## src/rtl/pipe_ctrl_if.sv

```systemverilog
// pipe_ctrl_if -- hazard-controller bundle between the pipeline datapath and
// pipe_ctrl.
//   Datapath -> controller : opcode_i (ID instruction), ex_load_i, ex_rd_i,
//                            branch_taken_i, mem_busy_i, div_start_i, div_done_i
//   Controller -> datapath : stall_if_o, stall_id_o, stall_ex_o, flush_id_o,
//                            bubble_ex_o, state_o, err_o, stall_cycles_o
// The master modport is the datapath side; the slave modport is pipe_ctrl.
interface pipe_ctrl_if #(
  parameter int CNT_W = 16
);
  logic [31:0]      opcode_i;
  logic             ex_load_i;
  logic [4:0]       ex_rd_i;
  logic             branch_taken_i;
  logic             mem_busy_i;
  logic             div_start_i;
  logic             div_done_i;
  logic             stall_if_o;
  logic             stall_id_o;
  logic             stall_ex_o;
  logic             flush_id_o;
  logic             bubble_ex_o;
  logic [1:0]       state_o;
  logic             err_o;
  logic [CNT_W-1:0] stall_cycles_o;

  modport master (
    output opcode_i, ex_load_i, ex_rd_i, branch_taken_i, mem_busy_i,
           div_start_i, div_done_i,
    input  stall_if_o, stall_id_o, stall_ex_o, flush_id_o, bubble_ex_o,
           state_o, err_o, stall_cycles_o
  );

  modport slave (
    input  opcode_i, ex_load_i, ex_rd_i, branch_taken_i, mem_busy_i,
           div_start_i, div_done_i,
    output stall_if_o, stall_id_o, stall_ex_o, flush_id_o, bubble_ex_o,
           state_o, err_o, stall_cycles_o
  );
endinterface

```

## src/rtl/pipe_ctrl.sv

```systemverilog
// pipe_ctrl -- pipeline hazard controller for a 5-stage in-order core.
// Detects load-use hazards, branch flushes, memory waits and multi-cycle
// divides, and drives the stall/flush/bubble controls with zero latency.
// Ports:
//   clk_i    : clock, all state changes on the rising edge
//   reset_i  : synchronous active-high reset
//   bus      : pipe_ctrl_if.slave (pipeline inputs, control/status outputs)
// Parameters:
//   TIMEOUT  : max cycles in MEM_WAIT/DIV_WAIT before entering ERROR
//   CNT_W    : width of the saturating stall-cycle counter (match bus CNT_W)
module pipe_ctrl #(
  parameter int TIMEOUT = 256,
  parameter int CNT_W   = 16
) (
  input logic        clk_i,
  input logic        reset_i,
  pipe_ctrl_if.slave bus
);

  localparam int WAIT_W = (TIMEOUT > 2) ? $clog2(TIMEOUT) : 1;
  localparam logic [WAIT_W-1:0] WAIT_LAST = WAIT_W'(TIMEOUT - 1);

  localparam logic [6:0] OP_LUI    = 7'b0110111;
  localparam logic [6:0] OP_AUIPC  = 7'b0010111;
  localparam logic [6:0] OP_JAL    = 7'b1101111;
  localparam logic [6:0] OP_REG    = 7'b0110011;
  localparam logic [6:0] OP_STORE  = 7'b0100011;
  localparam logic [6:0] OP_BRANCH = 7'b1100011;

  typedef enum logic [1:0] {
    RUN      = 2'd0,
    MEM_WAIT = 2'd1,
    DIV_WAIT = 2'd2,
    ERROR    = 2'd3
  } state_t;

  state_t            state_reg, state_next;
  logic [WAIT_W-1:0] wait_cnt_reg, wait_cnt_next;
  logic              err_reg;
  logic [CNT_W-1:0]  stall_cycles_reg;

  logic stall_front;   // PC + IF/ID hold (load-use or full stall)
  logic stall_back;    // ID/EX hold (full stall only)
  logic flush_id;
  logic bubble_ex;

  // Source-register usage decode of the ID instruction.
  logic [6:0] opc;
  logic [4:0] rs1, rs2;
  logic       rs1_used, rs2_used, load_use;

  assign opc      = bus.opcode_i[6:0];
  assign rs1      = bus.opcode_i[19:15];
  assign rs2      = bus.opcode_i[24:20];
  assign rs1_used = !(opc == OP_LUI || opc == OP_AUIPC || opc == OP_JAL);
  assign rs2_used = (opc == OP_REG) || (opc == OP_STORE) || (opc == OP_BRANCH);
  assign load_use = bus.ex_load_i && (bus.ex_rd_i != 5'd0) &&
                    ((rs1_used && bus.ex_rd_i == rs1) ||
                     (rs2_used && bus.ex_rd_i == rs2));

  // Remaining opcode bits carry no hazard information.
  logic unused_opcode_bits;
  assign unused_opcode_bits = ^{bus.opcode_i[31:25], bus.opcode_i[14:7]};

  always_comb begin
    state_next    = state_reg;
    wait_cnt_next = wait_cnt_reg;
    stall_front   = 1'b0;
    stall_back    = 1'b0;
    flush_id      = 1'b0;
    bubble_ex     = 1'b0;
    case (state_reg)
      RUN: begin
        // Priority chain: only the highest active source acts.
        if (bus.mem_busy_i) begin
          stall_front   = 1'b1;
          stall_back    = 1'b1;
          state_next    = MEM_WAIT;
          wait_cnt_next = '0;
        end else if (bus.div_start_i) begin
          stall_front   = 1'b1;
          stall_back    = 1'b1;
          state_next    = DIV_WAIT;
          wait_cnt_next = '0;
        end else if (bus.branch_taken_i) begin
          flush_id  = 1'b1;
          bubble_ex = 1'b1;
        end else if (load_use) begin
          // Hold the front end, let the load advance, insert a NOP behind it.
          stall_front = 1'b1;
          bubble_ex   = 1'b1;
        end
      end
      MEM_WAIT: begin
        if (bus.mem_busy_i) begin
          stall_front   = 1'b1;
          stall_back    = 1'b1;
          wait_cnt_next = wait_cnt_reg + 1'b1;
          if (wait_cnt_reg == WAIT_LAST) state_next = ERROR;
        end else begin
          state_next = RUN;
        end
      end
      DIV_WAIT: begin
        if (!bus.div_done_i) begin
          stall_front   = 1'b1;
          stall_back    = 1'b1;
          wait_cnt_next = wait_cnt_reg + 1'b1;
          if (wait_cnt_reg == WAIT_LAST) state_next = ERROR;
        end else begin
          state_next = RUN;
        end
      end
      ERROR: begin
        stall_front = 1'b1;
        stall_back  = 1'b1;
      end
      default: begin
        state_next = RUN;
      end
    endcase
    // Controls are quiet while reset is held, whatever the stale state says.
    if (reset_i) begin
      stall_front = 1'b0;
      stall_back  = 1'b0;
      flush_id    = 1'b0;
      bubble_ex   = 1'b0;
    end
  end

  always_ff @(posedge clk_i) begin
    if (reset_i) begin
      state_reg        <= RUN;
      wait_cnt_reg     <= '0;
      err_reg          <= 1'b0;
      stall_cycles_reg <= '0;
    end else begin
      state_reg    <= state_next;
      wait_cnt_reg <= wait_cnt_next;
      if (state_next == ERROR) err_reg <= 1'b1;
      if (stall_front && (stall_cycles_reg != {CNT_W{1'b1}}))
        stall_cycles_reg <= stall_cycles_reg + 1'b1;
    end
  end

  assign bus.stall_if_o     = stall_front;
  assign bus.stall_id_o     = stall_front;
  assign bus.stall_ex_o     = stall_back;
  assign bus.flush_id_o     = flush_id;
  assign bus.bubble_ex_o    = bubble_ex;
  assign bus.state_o        = state_reg;
  assign bus.err_o          = err_reg;
  assign bus.stall_cycles_o = stall_cycles_reg;

endmodule
```

## src/flat_wrapper.sv

```systemverilog
// flat-port wrapper written by rule: the top's interface ports become plain ports
module pipe_ctrl_flat 
#(
  parameter int TIMEOUT = 256,
  parameter int CNT_W   = 16
)
  (clk_i, reset_i, bus_opcode_i, bus_ex_load_i, bus_ex_rd_i, bus_branch_taken_i, bus_mem_busy_i, bus_div_start_i, bus_div_done_i, bus_stall_if_o, bus_stall_id_o, bus_stall_ex_o, bus_flush_id_o, bus_bubble_ex_o, bus_state_o, bus_err_o, bus_stall_cycles_o);
  pipe_ctrl_if #(.CNT_W(CNT_W)) bus_i ();
  input logic clk_i;
  input logic reset_i;
  input wire logic [$bits(bus_i.opcode_i)-1:0] bus_opcode_i;
  input wire logic [$bits(bus_i.ex_load_i)-1:0] bus_ex_load_i;
  input wire logic [$bits(bus_i.ex_rd_i)-1:0] bus_ex_rd_i;
  input wire logic [$bits(bus_i.branch_taken_i)-1:0] bus_branch_taken_i;
  input wire logic [$bits(bus_i.mem_busy_i)-1:0] bus_mem_busy_i;
  input wire logic [$bits(bus_i.div_start_i)-1:0] bus_div_start_i;
  input wire logic [$bits(bus_i.div_done_i)-1:0] bus_div_done_i;
  output wire logic [$bits(bus_i.stall_if_o)-1:0] bus_stall_if_o;
  output wire logic [$bits(bus_i.stall_id_o)-1:0] bus_stall_id_o;
  output wire logic [$bits(bus_i.stall_ex_o)-1:0] bus_stall_ex_o;
  output wire logic [$bits(bus_i.flush_id_o)-1:0] bus_flush_id_o;
  output wire logic [$bits(bus_i.bubble_ex_o)-1:0] bus_bubble_ex_o;
  output wire logic [$bits(bus_i.state_o)-1:0] bus_state_o;
  output wire logic [$bits(bus_i.err_o)-1:0] bus_err_o;
  output wire logic [$bits(bus_i.stall_cycles_o)-1:0] bus_stall_cycles_o;
  assign bus_i.opcode_i = bus_opcode_i;
  assign bus_i.ex_load_i = bus_ex_load_i;
  assign bus_i.ex_rd_i = bus_ex_rd_i;
  assign bus_i.branch_taken_i = bus_branch_taken_i;
  assign bus_i.mem_busy_i = bus_mem_busy_i;
  assign bus_i.div_start_i = bus_div_start_i;
  assign bus_i.div_done_i = bus_div_done_i;
  assign bus_stall_if_o = bus_i.stall_if_o;
  assign bus_stall_id_o = bus_i.stall_id_o;
  assign bus_stall_ex_o = bus_i.stall_ex_o;
  assign bus_flush_id_o = bus_i.flush_id_o;
  assign bus_bubble_ex_o = bus_i.bubble_ex_o;
  assign bus_state_o = bus_i.state_o;
  assign bus_err_o = bus_i.err_o;
  assign bus_stall_cycles_o = bus_i.stall_cycles_o;
  pipe_ctrl #(.TIMEOUT(TIMEOUT), .CNT_W(CNT_W)) u_core (.clk_i(clk_i), .reset_i(reset_i), .bus(bus_i));
endmodule
```

## config.mk

```make
export PLATFORM = sky130hd
export DESIGN_NAME = pipe_ctrl_flat
export DESIGN_NICKNAME = d
export VERILOG_FILES = /design/src/rtl/pipe_ctrl_if.sv /design/src/rtl/pipe_ctrl.sv /design/src/flat_wrapper.sv
export SDC_FILE = /design/constraint.sdc
export NUM_CORES = 1
export LEC_CHECK = 0
export BUFFER_PORTS_ARGS = -buffer_cell sky130_fd_sc_hd__buf_2
export CAP_MARGIN = 20
export CORE_UTILIZATION = 35
export CTS_CLUSTER_DIAMETER = 200
export CTS_CLUSTER_SIZE = 28
export DETAILED_ROUTE_END_ITERATION = 7
export GPL_ROUTABILITY_DRIVEN = 0
export PLACE_DENSITY = 0.62
export SETUP_SLACK_MARGIN = 0.05
export SYNTH_ARGS = -nofsm -noshare
export SYNTH_HDL_FRONTEND = slang
export SYNTH_SLANG_ARGS = --single-unit
export TNS_END_PERCENT = 50
```

## constraint.sdc

```tcl
create_clock -name clk_i -period 6.9 [get_ports clk_i]
set_clock_uncertainty 0.1 [all_clocks]
set_input_delay 0.345 -clock clk_i [delete_from_list [all_inputs] [get_ports clk_i]]
set_output_delay 0.345 -clock clk_i [all_outputs]
set_load 0.1 [all_outputs]
```

==> run_results.csv <==
group,metric,value,unit
finish,drive_gt1_share,25.2,%
clock_network,cts_resized,0,
run_status,status,"complete, no violations",
setup_path,crit_fanout,5,
global_routing,grt_pass1_vias,1372,
power,leakagePower,0.858,nW
floorplanning,rows,24,
timing,max_slew.worst_pin.slew,685,ps
timing,fin_crit,2820,ps
global_routing,gr-usage-met3,3.13,%
clock_network,cts_tree,"yes",
clock_network,htree_levels,1,
floorplanning,die_area,5030,um2
setup_path,cp.arrival,2380,ps
setup_path,cp.buffers_inverters,2,
clock_network,cts_setup_buffers,0,
global_routing,use_met2,23.5,%
setup_path,cp-end-kind,"primary output",
logic_synthesis,yosysUniqueCellTypes,37,
setup_path,cp_cell_sequence,"inv_1 > ha_1 > nor2_1 > a31oi_1 > nand2_1 > o31ai_1 > buf_2",
detailed_routing,firstDrtPassIters,6,
clock_network,postCtsHoldBufs,0,
clock_network,cts_root_buffer,"clkbuf_8",
setup_path,critPathKind,"reg2out",
global_routing,antenna_found_initial,0,
logic_synthesis,synth_fa_ha_area_share,5.27,%
finish,multi_input_area,1080,um2
detailed_routing,viasPerCell,5.08,
finish,seqCellArea,541,um2
logic_synthesis,synthFlopType,"dfxtp_1",
setup_path,max_stage_delay,520,ps
logic_synthesis,async_reset_ff_share,0,%
finish,fin_nets,306,
timing,slew_viol_final,0,
global_routing,grt_max_degree,29,
clock_network,ctsLongestPathBuffers,2,
worst_hold_path,hold-path-cell-count,2,
setup_path,ff2ff_path_depth,9,
placed_design,placed_area,1970,um2
finish,instances_no_fill,306,
placed_design,preCtsSetupSlack,4170,ps
clock_network,cts_buffers,3,
floorplanning,die_height,70.9,um
global_routing,grt_use_met1,18.6,%
finish,fillers,465,
logic_synthesis,synth_top_family_by_area,"simple AND/OR/NAND/NOR gates",
logic_synthesis,synth_top_area_cell,"dfxtp_1",
setup_path,slowest_stage,"buf_2",
logic_synthesis,avgSynthCellArea,8.23,um2
power,p_per_area,172,nW/um2
floorplanning,ios,68,
logic_synthesis,synth_mux_area_share,5.80,%
finish,largest_register_ff_count,16,
setup_path,crit_family,"compound AO/OA/AOI/OAI gates",
clock_network,clock_sinks,27,
global_routing,busiest_layer,"met2",
finish,final_area,2010,um2
logic_synthesis,synth_seq_area_share,32.5,%
floorplanning,fp.coreArea,4440,um2
timing,tns,0,ps
logic_synthesis,synth_area,1660,um2
setup_path,worstSetupStartpointType,"register",
timing,hold_viol,0,
timing,finalSetupViolCount,0,
detailed_routing,drc,0,
logic_synthesis,synth_xor_xnor_area_share,10.5,%
setup_path,path_depth,7,
global_routing,overflow,0,
clock_network,clock_latency,280,ps
timing,max_slew_margin,54.3,%
logic_synthesis,synth_cells,202,
logic_synthesis,yosys_warnings,0,
logic_synthesis,yosysTopAreaCellShare,32.5,%
logic_synthesis,synth.area.top_cells,"dfxtp_1 33%, xnor2_1 7.4%, nor2_1 5.4%",
detailed_routing,wirelength,3500,um
logic_synthesis,synth_compound_area_share,13.7,%
logic_synthesis,synthSimpleGateAreaFrac,29.4,%
clock_network,cts.reportedPaths.clkPinSlew,90,ps
timing,rsz0062_at_grt,"false",
job,max_cap_viol_count,0,
finish,diodes,0,
placed_design,io_buffers,52,
global_routing,track_usage,14.6,%
timing,timing.final.ws_setup,4080,ps
detailed_routing,route.vias.total,1555,
finish,syn_to_final_growth,21.2,%
logic_synthesis,ys_ff_latch,27,
worst_hold_path,hp-class,"reg2reg",
detailed_routing,drt_iter0_markers,129,
floorplanning,initial_core_util,37.4,%
timing,clock.fmax,355,MHz
placed_design,hpwl,2740,um
floorplanning,dieWidth,70.9,um
logic_synthesis,synth_edf_count,0,
global_routing,grt_first_pass_wirelength,5830,um
power,peakVddDrop,72.4,uV
placed_design,dp.cells,302,
detailed_routing,ant_nets,0,
logic_synthesis,synth_nets,253,
timing,post-route-period-util,40.9,%
detailed_routing,post_drt_wl_per_cell,11.4,um
setup_path,required,6450,ps
## power by group
part | switching [W] | leakage (nW) | internal [W]
Sequential | 0.00000375 | 0.218 | 0.000159
Combinational | 0.0000653 | 0.615 | 0.0000263
Clock | 0.0000514 | 0.0255 | 0.0000406
Total | 0.000121 | 0.858 | 0.000226
## cells in the mapped netlist, types with 2 or more instances
library cell	number
xor2_1	6
inv_1	7
o21ai_0	5
clkbuf_1	3
nand4_1	8
mux2i_1	4
nor2b_1	6
nand3_1	11
nor3b_1	4
a21oi_1	11
ha_1	7
a21o_1	2
mux2_2	2
o21a_1	3
nand2b_1	6
xnor2_1	14
or3_1	2
o31ai_1	2
o22ai_1	2
and2_1	3
dfxtp_1	27
nand2_1	17
a31oi_1	4
and3_1	2
mux2_1	3
nor3_1	7
nor2_1	24
## worst paths after layout
| path | end | slack [ps] | from |
|---|---|---|---|
| max | bus_stall_if_o | 4080 | u_core.bus.state_o[0] |
| min | u_core.wait_cnt_reg[1] | 380 | u_core.wait_cnt_reg[1] |
| max reg2reg | u_core.bus.stall_cycles_o[15] | 4250 | u_core.bus.state_o[1] |
| min reg2reg | u_core.wait_cnt_reg[1] | 380 | u_core.wait_cnt_reg[1] |
## layer usage
layer | vias up | share of wire, % | wire length (um)
li1 | 809 | - | -
met1 | 692 | 47 | 1650
met2 | 49 | 45 | 1560
met3 | 5 | 6.2 | 215
met4 | 0 | 2.1 | 72
met5 | - | 0 | 0
## cell type report
type	count	area share (%)
clock buffer	3	2.05
inverter	7	1.30
clock inverter	1	0.248
tap	52	3.23
multi-input combinational	164	53.4
timing repair buffer	52	12.9
sequential	27	26.8
## logic make-up after synthesis
logic type / Yosys count
adder cells (fa/ha/maj): 7
flip-flops: 27
AO/OA/AOI/OAI: 33
XOR/XNOR: 20
AND/OR/NAND/NOR: 95
buffers and inverters: 11
multiplexers: 9
## worst register-to-register path, cell delays in order, from the launching register on
cell     delay [ps]
dfxtp_1         470
inv_1           100
ha_1            250
nor2_1          120
a31oi_1         130
o21a_1          200
o22ai_1         570
nor2_4          150
nand4_1         150
mux2_1          320
## cells in the final DEF (no fill, tap or decap), types with 2 or more instances in the layout
master	count
buf_2	52
dfxtp_1	27
nor2_1	24
nand2_1	17
xnor2_1	14
nand3_1	11
a21oi_1	11
nand4_1	8
inv_1	7
nor3_1	7
ha_1	7
xor2_1	6
nand2b_1	6
nor2b_1	6
o21ai_0	5
nor3b_1	4
a31oi_1	4
mux2i_1	4
o21a_1	3
and2_1	3
mux2_1	3
clkbuf_8	3
o31ai_1	2
and3_1	2
o22ai_1	2
or3_1	2
mux2_2	2
a21o_1	2
## metrics by stage
step	power, W	hold WS (ps)	util (%)
after floorplan	0.000237	353	-
after global placement	0.000258	366	44.3
after detailed placement	0.000258	373	44.3
after CTS	0.000349	388	45.3
after global routing	0.000363	412	45.3
final	0.000346	381	45.3
(Power assumes the default switching activity.)
